--- src/rtl/riscv_mem_arbiter.sv ---
// Purpose: shares one synchronous-read word memory between instruction fetch and load/store data.
// Latency: grant and mem_en one cycle after the request is sampled; read data returns MEM_LAT+1 cycles after grant.
// Backpressure: one access in flight; requests are held by the requester until its grant pulse, and none are granted while a read is pending.
module riscv_mem_arbiter #(
    parameter int ADDR_W     = 10,
    parameter int DATA_W     = 32,
    parameter int MEM_LAT    = 1,
    parameter int STARVE_LIM = 4
) (
    input  logic              clk,
    input  logic              rst_n,
    // instruction-fetch requester
    input  logic              if_req,
    input  logic [ADDR_W-1:0] if_addr,
    output logic              if_gnt,
    output logic              if_rvalid,
    output logic [DATA_W-1:0] if_rdata,
    // load/store requester
    input  logic              d_req,
    input  logic              d_we,
    input  logic [ADDR_W-1:0] d_addr,
    input  logic [DATA_W-1:0] d_wdata,
    output logic              d_gnt,
    output logic              d_rvalid,
    output logic [DATA_W-1:0] d_rdata,
    // memory port
    output logic              mem_en,
    output logic              mem_we,
    output logic [ADDR_W-1:0] mem_addr,
    output logic [DATA_W-1:0] mem_wdata,
    input  logic [DATA_W-1:0] mem_rdata
);

    localparam int CNT_W = $clog2(MEM_LAT + 1);
    localparam int SW    = $clog2(STARVE_LIM + 1);

    typedef enum logic [0:0] {
        ST_IDLE      = 1'b0,
        ST_READ_WAIT = 1'b1
    } state_t;

    state_t            state_q, state_d;
    logic [CNT_W-1:0]  lat_q, lat_d;
    logic              owner_q, owner_d;      // 1 = data requester owns the pending read
    logic [SW-1:0]     starve_q, starve_d;

    logic              if_gnt_q, if_gnt_d;
    logic              d_gnt_q, d_gnt_d;
    logic              if_rvalid_q, if_rvalid_d;
    logic              d_rvalid_q, d_rvalid_d;
    logic [DATA_W-1:0] if_rdata_q, if_rdata_d;
    logic [DATA_W-1:0] d_rdata_q, d_rdata_d;
    logic              mem_en_q, mem_en_d;
    logic              mem_we_q, mem_we_d;
    logic [ADDR_W-1:0] mem_addr_q, mem_addr_d;
    logic [DATA_W-1:0] mem_wdata_q, mem_wdata_d;

    logic read_done;
    logic arb_ok;
    logic fetch_win;
    logic data_win;

    // The completing edge of a read also arbitrates, so the next access can start
    // in the same cycle the read data is returned.
    assign read_done = (state_q == ST_READ_WAIT) && (lat_q == '0);
    assign arb_ok    = (state_q == ST_IDLE) || read_done;

    // Data normally wins; fetch wins once it has watched STARVE_LIM data grants go by.
    assign fetch_win = arb_ok && if_req && (!d_req || (starve_q == SW'(STARVE_LIM)));
    assign data_win  = arb_ok && d_req && !fetch_win;

    // Next-state and registered-output computation for the arbiter FSM.
    always_comb begin
        state_d     = state_q;
        lat_d       = lat_q;
        owner_d     = owner_q;
        starve_d    = starve_q;
        if_gnt_d    = 1'b0;
        d_gnt_d     = 1'b0;
        if_rvalid_d = 1'b0;
        d_rvalid_d  = 1'b0;
        if_rdata_d  = if_rdata_q;
        d_rdata_d   = d_rdata_q;
        mem_en_d    = 1'b0;
        mem_we_d    = mem_we_q;
        mem_addr_d  = mem_addr_q;
        mem_wdata_d = mem_wdata_q;

        case (state_q)
            ST_IDLE: begin
                // arbitration below handles everything in IDLE
            end
            ST_READ_WAIT: begin
                if (lat_q != '0) begin
                    lat_d = lat_q - 1'b1;
                end else begin
                    // Return the word only to the owner; the other rdata register is untouched.
                    state_d = ST_IDLE;
                    if (owner_q) begin
                        d_rvalid_d = 1'b1;
                        d_rdata_d  = mem_rdata;
                    end else begin
                        if_rvalid_d = 1'b1;
                        if_rdata_d  = mem_rdata;
                    end
                end
            end
            default: begin
                state_d = ST_IDLE;
            end
        endcase

        // Starvation count only runs while fetch is actually waiting.
        if (!if_req || fetch_win) begin
            starve_d = '0;
        end else if (data_win && (starve_q != SW'(STARVE_LIM))) begin
            starve_d = starve_q + 1'b1;
        end

        if (fetch_win) begin
            if_gnt_d   = 1'b1;
            mem_en_d   = 1'b1;
            mem_we_d   = 1'b0;
            mem_addr_d = if_addr;
            state_d    = ST_READ_WAIT;
            lat_d      = CNT_W'(MEM_LAT);
            owner_d    = 1'b0;
        end

        if (data_win) begin
            d_gnt_d     = 1'b1;
            mem_en_d    = 1'b1;
            mem_we_d    = d_we;
            mem_addr_d  = d_addr;
            mem_wdata_d = d_wdata;
            // Stores finish in the grant cycle, so only loads wait for data.
            if (!d_we) begin
                state_d = ST_READ_WAIT;
                lat_d   = CNT_W'(MEM_LAT);
                owner_d = 1'b1;
            end
        end
    end

    // State and output registers; reset drops any in-flight read.
    always_ff @(posedge clk or negedge rst_n) begin
        if (!rst_n) begin
            state_q     <= ST_IDLE;
            lat_q       <= '0;
            owner_q     <= 1'b0;
            starve_q    <= '0;
            if_gnt_q    <= 1'b0;
            d_gnt_q     <= 1'b0;
            if_rvalid_q <= 1'b0;
            d_rvalid_q  <= 1'b0;
            if_rdata_q  <= '0;
            d_rdata_q   <= '0;
            mem_en_q    <= 1'b0;
            mem_we_q    <= 1'b0;
            mem_addr_q  <= '0;
            mem_wdata_q <= '0;
        end else begin
            state_q     <= state_d;
            lat_q       <= lat_d;
            owner_q     <= owner_d;
            starve_q    <= starve_d;
            if_gnt_q    <= if_gnt_d;
            d_gnt_q     <= d_gnt_d;
            if_rvalid_q <= if_rvalid_d;
            d_rvalid_q  <= d_rvalid_d;
            if_rdata_q  <= if_rdata_d;
            d_rdata_q   <= d_rdata_d;
            mem_en_q    <= mem_en_d;
            mem_we_q    <= mem_we_d;
            mem_addr_q  <= mem_addr_d;
            mem_wdata_q <= mem_wdata_d;
        end
    end

    assign if_gnt    = if_gnt_q;
    assign d_gnt     = d_gnt_q;
    assign if_rvalid = if_rvalid_q;
    assign d_rvalid  = d_rvalid_q;
    assign if_rdata  = if_rdata_q;
    assign d_rdata   = d_rdata_q;
    assign mem_en    = mem_en_q;
    assign mem_we    = mem_we_q;
    assign mem_addr  = mem_addr_q;
    assign mem_wdata = mem_wdata_q;

endmodule

--- config.mk ---
export PLATFORM = sky130hd
export DESIGN_NAME = riscv_mem_arbiter
export DESIGN_NICKNAME = d
export VERILOG_FILES = /design/src/rtl/riscv_mem_arbiter.sv
export SDC_FILE = /design/constraint.sdc
export NUM_CORES = 1
export LEC_CHECK = 0
export CELL_PAD_IN_SITES_DETAIL_PLACEMENT = 0
export CELL_PAD_IN_SITES_GLOBAL_PLACEMENT = 1
export CORE_ASPECT_RATIO = 1.2
export CORE_MARGIN = 2
export CORE_UTILIZATION = 34
export DETAILED_ROUTE_END_ITERATION = 16
export PLACE_DENSITY = 0.85
export SYNTH_ARGS = -nofsm -noshare
export SYNTH_HDL_FRONTEND = slang
export SYNTH_SLANG_ARGS = --single-unit
--- constraint.sdc ---
create_clock -name clk -period 2 [get_ports clk]
set_input_delay 0.4 -clock clk [delete_from_list [all_inputs] [get_ports clk]]
set_output_delay 0.4 -clock clk [all_outputs]
set_load 0.005 [all_outputs]
==> results of run 1 <==
## cell families (layout without fill, tap and decap cells)
kind of cell	count (synthesis)	count (layout)	share of synthesized area [%]
mux	96	96	27.1
fa+ha+maj	2	2	0.523
buf+inv	21	250	3.19
simple gates	23	23	3.61
flops	118	118	61.7
compound gates	20	20	3.85
other cells	0	1	0
## state kept, by name, summed over array words and instances (netlist names)
| name | count |
|---|---|
| mem_en | 1 |
| d_gnt | 1 |
| mem_wdata | 32 |
| mem_we | 1 |
| mem_addr | 10 |
| owner_q | 1 |
| d_rdata | 32 |
| lat_q | 1 |
| if_rdata | 32 |
| starve_q | 3 |
| if_gnt | 1 |
| d_rvalid | 1 |
| if_rvalid | 1 |
| state_q | 1 |
## timing repair
item	in CTS	in global routing
gates resized for setup	0	0
endpoints found under the hold margin	31	0
hold buffers	1	0
## cells in the mapped netlist, types with 2 or more instances
cell | count | share of area [%]
and2_1 | 11 | 1.4
a21boi_0 | 3 | 0.47
ha_1 | 2 | 0.52
nand3_2 | 2 | 0.42
dfrtp_1 | 118 | 62
buf_6 | 9 | 2.1
a221o_1 | 10 | 2.1
mux2_2 | 39 | 9.2
inv_1 | 6 | 0.47
buf_2 | 3 | 0.31
mux2_4 | 57 | 18
nand2_1 | 2 | 0.16
## final cells by class
type                       count  area share, %
clock inverter                 4          0.265
timing repair buffer         212           28.4
antenna                        1         0.0331
sequential                   118           39.1
inverter                       8          0.431
clock buffer                  26           6.74
tap                          171           2.83
multi-input combinational    141           22.2
## power by group through the flow
stage	logic, uW	registers, uW	clock network, uW
after floorplan	2210	4210	0
after global placement	5020	4180	0
after detailed placement	5140	4200	0
after CTS	5160	4210	2770
after global routing	5410	4330	2880
final	5080	4190	2700
## per-stage QoR
step	worst slack, ps	total power (uW)	util (%)	std cells	hold WS, ps
after global placement	123	9200	50.9	649	379
final	264	12000	54.9	681	494
after global routing	164	12600	54.9	680	517
after floorplan	451	6420	-	280	104
after CTS	247	12100	54.9	680	491
after detailed placement	61.0	9350	50.9	649	383
## layer usage
metal  wire length, microns  share of wire, %
met1                   4690                40
met2                   5850                50
met3                   1010               8.6
met4                    189               1.6
met5                      0                 0
## worst register-to-register path, delay by kind of cell (launching register included)
| family | cells | cell delay (ps) |
|---|---|---|
| and+or+nand+nor | 2 | 250 |
| buffers and inverters | 3 | 430 |
| muxes | 1 | 330 |
| adders and majority gates | 1 | 240 |
| DFF | 1 | 380 |
## worst max path at each step
stage,start,to,cells after the start
floorplan,starve_q[0]$_DFFE_PN0P_,mem_wdata[10]$_DFFE_PN0P_,7
global placement,d_req,mem_wdata[25]$_DFFE_PN0P_,5
detailed placement,d_req,mem_wdata[21]$_DFFE_PN0P_,5
CTS,mem_addr[5]$_DFFE_PN0P_,mem_addr[5],1
global route,starve_q[0]$_DFFE_PN0P_,mem_wdata[3]$_DFFE_PN0P_,7
finish,starve_q[0]$_DFFE_PN0P_,mem_wdata[9]$_DFFE_PN0P_,7
==> impl_metrics.json, run 1 <==
{
  "cts-root-buf": "clkbuf_16",
  "postCtsSetupBuffers": 0,
  "slew_viol_final": 0,
  "worstMarginPinSlew_ps": 462,
  "slowest_delay_ps": 380,
  "r2r_cells": 7,
  "syn-cell-area_sq_um": 4780,
  "crit_buf_inv": 3,
  "dr_total_vias": 3190,
  "clk_latency_ps": 410,
  "clock.fmax_ghz": 0.576,
  "antenna_found_initial": 1,
  "max-slew-margin-rel_pct": 69.2,
  "drtIter0Drc": 122,
  "grt_pass1_vias": 3554,
  "hold_viol": 0,
  "max_cap_violations": 0,
  "htreeDepth": 4,
  "sw_frac_of_total_pct": 26.4,
  "grt_max_degree": 63,
  "grt_overflow": 0,
  "internal_power_uw": 8810,
  "synth_warnings": 0,
  "pwr-share-clk_pct": 22.5,
  "fin_crit_ps": 1740,
  "arrival_ps": 2030,
  "tns_ps": 0,
  "grt.met2_usage_pct": 26.8,
  "ys_types": 30,
  "crit_type": "reg2reg",
  "io_buffer_count": 200,
  "firstDrtPassIters": 4,
  "placed_cell_area_sq_um": 7010,
  "cts_max_path_buffers": 2,
  "core_sq_um": 13800,
  "cp.required_ps": 2290,
  "r2r-start": "starve_q[0]$_DFFE_PN0P_",
  "syn_inst": 280,
  "crit_chain": "inv_1 -> ha_1 -> nand3_1 -> nand3_2 -> inv_4 -> buf_12 -> mux2_4",
  "status": "finished, final reports clean",
  "ys_seq_elements": 118,
  "start_kind": "flip-flop",
  "grt_busiest_layer": "met2",
  "drc": 0,
  "fillers": 1149,
  "wirelength_mm": 11.7,
  "wire_per_inst_microns": 17.2,
  "worst-path-max-fanout": 19,
  "reg2reg_to": "mem_wdata[9]$_DFFE_PN0P_",
  "async_flop_share_pct": 100,
  "end_kind": "flip-flop",
  "finClkSkew_ps": 7.04,
  "hold_class": "in2async",
  "cts_tree": "done",
  "rows": 47,
  "finalCritPeriodShare_pct": 86.8,
  "path_delay_family": "buffers and inverters",
  "path_clk_slew_ps": 50,
  "vias_per_cell": 4.68,
  "gp_congestion": 0.758,
  "dieWidth_microns": 112,
  "drive_gt1_share_pct": 28.1,
  "final_cell_mix": "199 x clkdlybuf4s50_1, 118 x dfrtp_1, 57 x mux2_4, 39 x mux2_2, 17 x clkbuf_16",
  "ir_drop_mv": 0.946,
  "setup_viol": 0,
  "syn_avg_cell_area_sq_um": 17.1,
  "ys_seq_area_share_pct": 61.7,
  "pwr-share-comb_pct": 42.4,
  "ant_nets": 0,
  "syn_nets": 371,
  "post-dp-hpwl_mm": 8.44,
  "cts_sinks": 118,
  "powerDensity_nw_per_um2": 1580,
  "cpMaxStageDelayCell": "dfrtp_1",
  "rsz0062_at_grt": "no",
  "fin_nets": 589,
  "numCtsBuffers": 17,
  "grt_use_met1_pct": 18.2,
  "die_h_microns": 134,
  "synth_edf_count": 0,
  "regArea_sq_um": 2950,
  "multiInputGateArea_sq_um": 1680,
  "regToRegSetupSlack_ps": 260,
  "grt_pass1_wl_mm": 18.7,
  "grt_usage_pct": 16.1,
  "power.switching_uw": 3160,
  "p_seq_share_pct": 35.0,
  "die_area_sq_um": 15000,
  "syn_to_final_growth_pct": 57.9,
  "finalInstanceArea_sq_um": 7550,
  "final_common_cell": "clkdlybuf4s50_1",
  "io_pins": 201,
  "initial_core_util_pct": 34.8,
  "met3_usage_pct": 7.14,
  "power_leakage_uw": 0.00328,
  "synth_flop_cell": "dfrtp_1"
}
Power figures use the tool's default switching activity.
==> run 2, diff against run 1 <==
--- a/config.mk
+++ b/config.mk
@@ -9,9 +9,10 @@
 export CELL_PAD_IN_SITES_GLOBAL_PLACEMENT = 1
 export CORE_ASPECT_RATIO = 1.2
 export CORE_MARGIN = 2
-export CORE_UTILIZATION = 34
+export CORE_UTILIZATION = 35
+export CTS_BUF_LIST = sky130_fd_sc_hd__clkbuf_4
 export DETAILED_ROUTE_END_ITERATION = 16
-export PLACE_DENSITY = 0.85
+export PLACE_DENSITY = 0.87
 export SYNTH_ARGS = -nofsm -noshare
 export SYNTH_HDL_FRONTEND = slang
 export SYNTH_SLANG_ARGS = --single-unit
==> impl_metrics.json, run 2 (synthesized netlist as in run 1, its figures left out) <==
{
  "status": "finished, final reports clean",
  "worst-path-max-fanout": 2,
  "grt_pass1_vias": 3488,
  "max_cap_violations": 0,
  "start_kind": "flip-flop",
  "path_clk_slew_ps": 100,
  "hold_class": "in2async",
  "end_kind": "output pin",
  "r2r-start": "starve_q[0]$_DFFE_PN0P_",
  "cp.required_ps": 1600,
  "syn_to_final_growth_pct": 53.4,
  "slew_viol_final": 0,
  "dr_total_vias": 3190,
  "antenna_found_initial": 1,
  "path_delay_family": "buffers and inverters",
  "rows": 46,
  "drive_gt1_share_pct": 28.7,
  "cts_resized": 0,
  "drc": 0,
  "htreeDepth": 4,
  "fillers": 1107,
  "slowest_delay_ps": 560,
  "firstDrtPassIters": 4,
  "vias_per_cell": 4.68,
  "finish.utilization_pct": 55.2,
  "reg2reg_to": "mem_wdata[9]$_DFFE_PN0P_",
  "die_area_sq_um": 14600,
  "die_h_microns": 132,
  "grt_pass1_wl_mm": 18.7,
  "crit_chain": "clkdlybuf4s50_1",
  "r2r_cells": 7,
  "crit_buf_inv": 1,
  "finClkSkew_ps": 12.1,
  "io_pins": 201,
  "regToRegSetupSlack_ps": 270,
  "wirelength_mm": 11.3,
  "dpl.cell_count": 649,
  "ant_nets": 0,
  "max-slew-margin-rel_pct": 73.3,
  "finalCritPeriodShare_pct": 90.8,
  "clock.fmax_ghz": 0.551,
  "cp-endpoint": "mem_wdata[22]",
  "layout.cells.non_filler": 681,
  "dieWidth_microns": 111,
  "io_buffer_count": 200,
  "rsz0062_at_grt": "no",
  "regArea_sq_um": 2950,
  "cts_tree": "done",
  "clk_latency_ps": 490,
  "cts-root-buf": "clkbuf_4",
  "core_sq_um": 13300,
  "final_cell_mix": "199 x clkdlybuf4s50_1, 118 x dfrtp_1, 57 x mux2_4, 39 x mux2_2, 18 x clkbuf_4",
  "ir_drop_mv": 0.605,
  "drtIter0Drc": 67,
  "cts_sinks": 118,
  "gp_congestion": 0.740,
  "numCtsBuffers": 17,
  "wire_per_inst_microns": 16.6,
  "multiInputGateArea_sq_um": 1680,
  "grt_usage_pct": 16.0,
  "path_depth": 1,
  "setup_viol": 0,
  "worstMarginPinSlew_ps": 400,
  "cpMaxStageDelayCell": "clkdlybuf4s50_1",
  "powerDensity_nw_per_um2": 1510,
  "hold_viol": 0,
  "power.total_uw": 11100,
  "crit_type": "reg2out",
  "whs_ps": 364,
  "final_common_cell": "clkdlybuf4s50_1",
  "cts_max_path_buffers": 2,
  "initial_core_util_pct": 36.0,
  "tns_ps": 0,
  "critical_path.startpoint": "mem_wdata[22]$_DFFE_PN0P_",
  "fin_nets": 592,
  "grt_max_degree": 38,
  "post-dp-hpwl_mm": 8.29,
  "power_leakage_uw": 0.00319,
  "arrival_ps": 1420,
  "fin_crit_ps": 1820,
  "grt_overflow": 0
}
[run 2: changes by cell type in the layout (fill, tap and decap cells not counted), sizes merged]
cell and change:
buf +3, bufinv +4, clkbuf -8, clkinv +2, clkinvlp +2
[run 2: how the worst min path moves through the flow]
stage / startpoint / endpoint / slack, ps / cells after the start
after floorplan: rst_n / d_gnt$_DFF_PN0_ / 100 / 0
after global placement: rst_n / if_rdata[2]$_DFFE_PN0P_ / 350 / 1
after detailed placement: rst_n / if_rdata[2]$_DFFE_PN0P_ / 360 / 1
after CTS: rst_n / if_rdata[2]$_DFFE_PN0P_ / 310 / 2
after global routing: rst_n / d_rdata[2]$_DFFE_PN0P_ / 350 / 2
final: rst_n / if_rdata[2]$_DFFE_PN0P_ / 360 / 2
[run 2: stage by stage]
stage                     setup slack [ps]  area [sq um]
after detailed placement              89.3          7030
after global placement                 117          7030
final                                  184          7340
after floorplan                        451          4780
after global routing                  87.4          7330
after CTS                              114          7330
[run 2: routing by layer]
metal  vias up  track usage (%)  wire [microns]
li1       1443                -               -
met1      1599             19.5            4750
met2       135             26.3            5550
met3        13             5.56             863
met4         0             6.11             165
met5         -                0               0
[run 2: area by class of cell]
| cell class | instances | area share (%) |
|---|---|---|
| Sequential cell | 118 | 40.2 |
| Tap cell | 168 | 2.86 |
| Inverter | 8 | 0.443 |
| Clock buffer | 18 | 1.84 |
| Clock inverter | 12 | 2.20 |
| Timing Repair Buffer | 215 | 29.5 |
| Antenna cell | 1 | 0.0341 |
| Multi-Input combinational cell | 141 | 22.9 |
[run 2: repair_timing]
item | 4_1_cts | 5_1_grt
hold buffers | 1 | 0
setup buffers | 0 | 0
hold endpoints to repair | 24 | 0
[run 2: report_power, final]
| part | internal [uW] | switching [uW] | leakage, uW |
|---|---|---|---|
| registers | 3510 | 668 | 0.00140 |
| clock network | 974 | 868 | 0.000156 |
| logic | 3550 | 1480 | 0.00163 |
==> patch: new RTL, config.mk and constraints of run 2 <==
Reset style: synchronous (`rst_n`), changed in one clocked block.
--- a/src/rtl/riscv_mem_arbiter.sv
+++ b/src/rtl/riscv_mem_arbiter.sv
@@ -143,7 +143,7 @@
     end
 
     // State and output registers; reset drops any in-flight read.
-    always_ff @(posedge clk or negedge rst_n) begin
+    always_ff @(posedge clk) begin
         if (!rst_n) begin
             state_q     <= ST_IDLE;
             lat_q       <= '0;
Behaviour: differs if rst_n is asserted again (counterexample within 4 cycles, from zero or initial values and one cycle with rst_n low); with rst_n held inactive, the same outputs for 10 cycles.
==> patch against run 2 <==
Cell area fell by 6.3%. Synthesized area fell by 6.5%. Critical path depth did not move. First-iteration DRC count rose by 120%. Wire length rose by 18%. Synthesized cell count rose by 93%. Sequential cell count did not move. Worst setup slack improved by 31 ps. Register-to-register slack improved by 110 ps. Largest cell class unchanged. Highest routed layer unchanged.
Power is not compared: it rests on default switching activity, and its combinational part moved more than twofold at a synthesized area within 25%.
==> patch: results (changes against run 2) <==
sequential area share after synthesis = 52.8% (-8.9 points)
Hold Crit Class = in -> reg
largest net degree at the start of global routing = 54 (+42%)
Pre-antenna DRT Iters = 5 (+1)
reg2reg setup slack = 380 ps (+110 ps)
Slew @ Worst Pin = 540 ps (+140 ps)
initial antenna violation count = 0 (-1)
GRT Overall Usage = 19.0% (+3.0 points)
first-pass GRT wire length = 20.7 mm (+10%)
share of layout cells above drive strength 1 = 7.03% (-22 points)
top area cells in the synthesized netlist = dfxtp_1 (53%), a21oi_1 (11%), nand2_1 (11%)
GPL Wtd Cong = 0.791 (+6.9%)
pre-CTS setup slack = 28.4 ps (-60.9 ps)
final WL = 13.4 mm (+18%)
via count = 4530 (+42%)
cells after synthesis = 541 (+93%)
layout net count = 819 (+38%)
Inserted Diodes = 0 (-1)
cts repair resizes = 0 (unchanged)
status = complete, no violations
Post-DP HPWL = 9.25 mm (+12%)
Netlist cell types = 35 (+17%)
Non-Filler Instances = 904 (+33%)
placed instance area = 6590 µm² (-6.3%)
Longest Clk Path Bufs = 2 (unchanged)
syn_nets = 632 (+70%)
initial DRC count = 147 (+120%)
Fmax = 560 MHz (+1.7%)
FFs w/ async S/R, synth = 0% (-100 points)
Cells after DPL = 873 (+35%)
filler instances = 1153 (+4.2%)
worst path arrival time = 1390 ps (-30 ps)
Synth Flop Type = dfxtp_1
Clock Skew = 9.16 ps (-2.96 ps)
Clock Tree Root = clkbuf_4
Leak Pwr = 2.39 nW
vias in the first global route = 4298 (+23%)
most frequent cells after synthesis = nand2_1 (130), dfxtp_1 (118), a21oi_1 (100), nand3_1 (55)
port buffer count = 200 (unchanged)
Worst path max stage delay = 520 ps (-40 ps)
patch: power by group through the flow:
stage | clock, mW | sequential [mW] | combinational (mW)
detailed placement | 0 | 2.58 | 0.749
floorplan | 0 | 2.58 | 0.283
global route | 1.96 | 2.54 | 0.807
global placement | 0 | 2.58 | 0.742
CTS | 1.83 | 2.53 | 0.753
finish | 1.77 | 2.53 | 0.746
patch: path summary, 6_finish.rpt:
check                       end          from  cells past startpoint
setup / recovery    mem_addr[5]   mem_addr[5]                      1
hold / removal    mem_wdata[14]   d_wdata[14]                      3
setup reg to reg    mem_addr[3]   starve_q[0]                      6
hold reg to reg    if_rdata[21]  if_rdata[21]                      2
patch: layout make-up:
cell class	count	area share, %
inverters	4	0.218
well taps	164	2.98
clock inverters	13	2.29
multi-input cells	369	26.8
clock buffers	18	1.96
flip-flops and latches	118	34.3
repair buffers	218	31.4
patch: per-stage QoR:
step           util (%)  hold slack, ps
4_1_cts            54.8             389
6_report           54.8             459
3_3_place_gp       52.4             441
5_1_grt            54.8             386
2_1_floorplan         -             453
3_5_place_dp       52.4             446
patch: metal layers:
layer / track usage (%) / share of wire (%)
met2: 32.1 / 49
met1: 21.7 / 41
met3: 6.51 / 7.7
met5: 0 / 0
met4: 8.10 / 2.1
patch: cell families (layout without fill, tap and decap cells):
family	Yosys count	in the layout	share of synthesized area, %
buffers and inverters	54	253	6.18
adders and majority gates	2	2	0.559
AOI/OAI and AO/OA	164	164	20.8
and+or+nand+nor	203	203	19.7
DFF	118	118	52.8
